## config.mk

```make
export PLATFORM = sky130hd
export DESIGN_NAME = conv_pe_feeder
export DESIGN_NICKNAME = d
export VERILOG_FILES = /design/src/rtl/conv_pkg.sv /design/src/rtl/raster_counter.sv /design/src/rtl/conv_pe_feeder.sv
export SDC_FILE = /design/constraint.sdc
export NUM_CORES = 1
export LEC_CHECK = 0
export ABC_AREA = 1
export CORE_UTILIZATION = 39
export CTS_CLUSTER_SIZE = 10
export DETAILED_ROUTE_END_ITERATION = 10
export PLACE_DENSITY = 0.86
export SLEW_MARGIN = 5
export SYNTH_ARGS = -nofsm -noshare
export SYNTH_HDL_FRONTEND = slang
export SYNTH_HIERARCHICAL = 1
export SYNTH_SLANG_ARGS = --single-unit
```

## constraint.sdc

```tcl
create_clock -name clk -period 1.6 [get_ports clk]
set_input_delay 0.4 -clock clk [delete_from_list [all_inputs] [get_ports clk]]
set_output_delay 0.4 -clock clk [all_outputs]
set_load 0.05 [all_outputs]
```

## src/rtl/conv_pkg.sv

```systemverilog
// Shared definitions for the 3x3 convolution PE, its feeder and its output collector.
package conv_pkg;

    localparam int KERNEL_TAPS = 9;
    localparam int W_AW        = 4;

    typedef enum logic [1:0] {
        IDLE,
        LOAD_W,
        STREAM,
        FLUSH
    } feeder_state_t;

endpackage

```

## src/rtl/raster_counter.sv

```systemverilog
// Column/row raster walker producing a running linear address and terminal flags.
module raster_counter #(
    parameter int IMG_W = 10,
    parameter int IMG_H = 10,
    parameter int AW    = $clog2(IMG_W*IMG_H),
    parameter int CW    = $clog2(IMG_W),
    parameter int RW    = $clog2(IMG_H)
) (
    input  logic          clk,
    input  logic          rst,
    input  logic          clear,
    input  logic          en,
    output logic [AW-1:0] addr,
    output logic          col_last,
    output logic          row_last,
    output logic          frame_last
);

    logic [CW-1:0] col;
    logic [RW-1:0] row;

    assign col_last   = (col == CW'(IMG_W-1));
    assign row_last   = (row == RW'(IMG_H-1));
    assign frame_last = col_last & row_last;

    // Linear address advances alongside col/row so no multiplier is needed.
    always_ff @(posedge clk) begin
        if (rst || clear) begin
            col  <= '0;
            row  <= '0;
            addr <= '0;
        end else if (en) begin
            if (col_last) begin
                col <= '0;
                row <= row_last ? '0 : row + RW'(1);
            end else begin
                col <= col + CW'(1);
            end
            addr <= frame_last ? '0 : addr + AW'(1);
        end
    end

endmodule

```

## src/rtl/conv_pe_feeder.sv

```systemverilog
// Reads nine kernel weights and then one image frame, streaming both to the PE.
module conv_pe_feeder
    import conv_pkg::*;
#(
    parameter int WIDTH = 9,
    parameter int IMG_W = 10,
    parameter int IMG_H = 10,
    parameter int PX_AW = $clog2(IMG_W*IMG_H)
) (
    input  logic             clk,
    input  logic             rst,
    input  logic             start,
    input  logic             pause,
    output logic             w_rd,
    output logic [3:0]       w_addr,
    input  logic [WIDTH-1:0] w_rdata,
    output logic             px_rd,
    output logic [PX_AW-1:0] px_addr,
    input  logic [WIDTH-1:0] px_rdata,
    output logic [WIDTH-1:0] weight_out,
    output logic             weight_valid,
    output logic [WIDTH-1:0] data_out,
    output logic             data_valid,
    output logic             line_end,
    output logic             frame_end,
    output logic             busy,
    output logic             done
);

    feeder_state_t   state, state_next;
    logic [W_AW-1:0] w_cnt;
    logic            w_last;
    logic            col_last, row_last, frame_last;

    assign w_last = (w_cnt == W_AW'(KERNEL_TAPS-1));

    always_ff @(posedge clk) begin
        if (rst) state <= IDLE;
        else     state <= state_next;
    end

    always_comb begin
        state_next = state;
        w_rd       = 1'b0;
        px_rd      = 1'b0;
        case (state)
            IDLE:   if (start) state_next = LOAD_W;
            LOAD_W: if (!pause) begin
                w_rd = 1'b1;
                if (w_last) state_next = STREAM;
            end
            STREAM: if (!pause) begin
                px_rd = 1'b1;
                if (frame_last) state_next = FLUSH;
            end
            FLUSH:   state_next = IDLE;
            default: state_next = IDLE;
        endcase
    end

    always_ff @(posedge clk) begin
        if (rst)         w_cnt <= '0;
        else if (w_rd)   w_cnt <= w_last ? '0 : w_cnt + W_AW'(1);
    end

    raster_counter #(
        .IMG_W (IMG_W),
        .IMG_H (IMG_H),
        .AW    (PX_AW)
    ) u_raster (
        .clk        (clk),
        .rst        (rst),
        .clear      (state == IDLE),
        .en         (px_rd),
        .addr       (px_addr),
        .col_last   (col_last),
        .row_last   (row_last),
        .frame_last (frame_last)
    );

    // Qualifiers and position flags line up with the buffer's one-cycle read return.
    always_ff @(posedge clk) begin
        if (rst) begin
            weight_valid <= 1'b0;
            data_valid   <= 1'b0;
            line_end     <= 1'b0;
            frame_end    <= 1'b0;
            done         <= 1'b0;
        end else begin
            weight_valid <= w_rd;
            data_valid   <= px_rd;
            line_end     <= px_rd & col_last;
            frame_end    <= px_rd & frame_last;
            done         <= (state == FLUSH);
        end
    end

    assign w_addr     = w_cnt;
    assign weight_out = weight_valid ? w_rdata  : '0;
    assign data_out   = data_valid   ? px_rdata : '0;
    assign busy       = (state != IDLE);

endmodule

```

==> flow_summary.json <==
{
  "drv_slew": 0,
  "ys_async_sr_fraction_pct": 0,
  "final_nets": 335,
  "holdCritPathClass": "register to register",
  "fmax_mhz": 637,
  "synth_seq_cells": 26,
  "synth.top_cell.area_share_pct": 35.0,
  "p_leak_nw": 1.23,
  "drive_gt1_share_pct": 31.1,
  "antenna_left": 0,
  "path_max_fanout": 1,
  "cts_tree": "built",
  "cts_buffers": 3,
  "worstPathArrival_ps": 1170,
  "rsz0062_at_grt": "true",
  "cts_max_path_buffers": 2,
  "ys_warn_count": 6,
  "yosysSeqAreaShare_pct": 35.0,
  "critical_path_class": "input pin to output port",
  "die-height_um": 63.8,
  "synth_fp_nets": 260,
  "die-area_um2": 4070,
  "syn-instance-count": 231,
  "antenna_found_initial": 0,
  "syn_area_per_cell_um2": 6.45,
  "stdcell_count": 353,
  "diodes": 0,
  "worstPathRequired_ps": 1200,
  "max_cap_viol_count": 0,
  "hold_ws_ps": 497,
  "post-synth-top-count-cell": "nand2_1",
  "cp-start-kind": "input pin",
  "tns_ps": 0,
  "cts_root_buf": "clkbuf_8",
  "finalClockSkew_ps": 2.98,
  "critPathCaptureType": "output port",
  "synth_commonest_cells": "nand2_1 (72), inv_1 (49), nor2_1 (29)",
  "powerDensity_nw_per_um2": 930,
  "area_growth_syn_to_layout_pct": 82.1,
  "fin_crit_sh_pct": 98.1,
  "core_um2": 3660,
  "clk_latency_ps": 270,
  "finalPower_mw": 2.52,
  "ys_types": 23,
  "routed_wl_um": 4360,
  "worst_pin_slew_ps": 265,
  "slew_headroom_pct": 82.2,
  "syn_area_um2": 1490,
  "grt_usage_pct": 22.8,
  "wl_per_cell_um": 12.4,
  "placed_cell_area_um2": 2600,
  "period_minus_slack_ps": 1570,
  "synthFlopType": "dfxtp_1",
  "dp_cells": 346,
  "setup_violations": 0,
  "grt_max_degree": 15,
  "dr.pass1.iters": 4,
  "grt_first_pass_wirelength_um": 7310,
  "numClockSinks": 26,
  "clkTransAtPathRegs_ps": 90,
  "htree_levels": 1,
  "stdcell_area_um2": 2710,
  "drc_errors": 0,
  "place.gp.congestion": 0.966,
  "vdd.ir_drop.worst_mv": 0.614,
  "start_util_pct": 40.7,
  "hold_viol_final": 0,
  "overflow": 0,
  "yosys-top-cells-area": "dfxtp_1 (35%), nand2_1 (18%), inv_1 (12%), nor2_1 (7.3%), ha_1 (5.9%)",
  "synth_top_cell_by_area": "dfxtp_1",
  "drtIter0Drc": 57,
  "vias": 1662,
  "io_pins": 59,
  "core.rowCount": 22,
  "viasPerCell": 4.71,
  "fp.dieW_um": 63.8,
  "postCtsHoldBufs": 0,
  "synth_edf_count": 0,
  "grt_pass1_vias": 1641,
  "status": "completed",
  "hpwlAfterDp_um": 3450,
  "numPortBuffers": 58
}
==> final cells by class <==
class	count	area, um2
Clock buffer	4	55.1
Fill cell	244	950
Inverter	51	196
Multi-Input combinational cell	151	798
Sequential cell	26	532
Tap cell	48	60.1
Timing Repair Buffer	73	1070
==> routing by layer <==
metal	vias to the layer above	wire (um)	GRT usage [%]
met5	-	0	0
met4	0	108	9.38
met3	12	248	3.21
met2	67	2350	44.8
met1	754	1660	23.8
li1	829	-	-
==> per-stage QoR <==
stage / setup WS [ps] / util (%)
finish: 30.1 / 74.1
global route: -39.4 / 74.1
CTS: -8.32 / 72.9
detailed placement: -179 / 70.9
global placement: -110 / 70.9
floorplan: -28.6 / -
==> state kept, by name (all words and copies together) (netlist names) <==
signal	cells
w_addr	4
done	1
frame_end	1
weight_valid	1
u_raster/addr	7
state	2
data_valid	1
u_raster/col	4
line_end	1
u_raster/row	4
==> worst max-delay path: stages <==
cell             delay, ps
clkdlybuf4s50_1        460
nand2_1                 60
inv_1                  110
buf_12                 140
==> layout by cell type (no fill, tap or decap), types with 8 or more instances in the layout <==
cell and n:
nor2_2 8, a21oi_1 8, clkdlybuf4s50_1 20, nand2_1 72, inv_2 12, inv_1 37
dfxtp_1 21, buf_12 37, buf_4 13, nand3_1 9, nor2_1 26
==> power by group <==
group | total, mW | internal [mW] | switching (mW)
logic | 1.29 | 0.603 | 0.691
clock network | 0.427 | 0.220 | 0.207
registers | 0.802 | 0.708 | 0.0934
total | 2.52 | 1.53 | 0.991
==> final timing paths <==
check	from	endpoint	slack (ps)	depth (start not counted)
worst max register to register	u_raster/col[2]$_SDFFE_PP0P_	state[1]$_SDFFE_PP0P_	80	10
worst min-delay path	u_raster/row[3]$_SDFFE_PP0P_	u_raster/row[3]$_SDFFE_PP0P_	500	2
worst max-delay path	w_rdata[0]	weight_out[0]	30	4
worst min register to register	u_raster/row[3]$_SDFFE_PP0P_	u_raster/row[3]$_SDFFE_PP0P_	500	2
==> what timing repair did <==
action,CTS,global route
buffers inserted,3,1
pin swaps,2,6
setup endpoints to repair,3,16
gates resized for setup,4,19
==> kinds of logic after synthesis <==
group | after synthesis | share of synthesized area (%)
AOI/OAI and AO/OA | 15 | 6.22
xor gates and xnor gates | 3 | 1.77
adders and majority gates | 7 | 5.88
buffers and inverters | 54 | 14.1
DFF | 26 | 35.0
and+or+nand+nor | 126 | 37.1
Note: power is estimated with default switching activity, not from simulation.
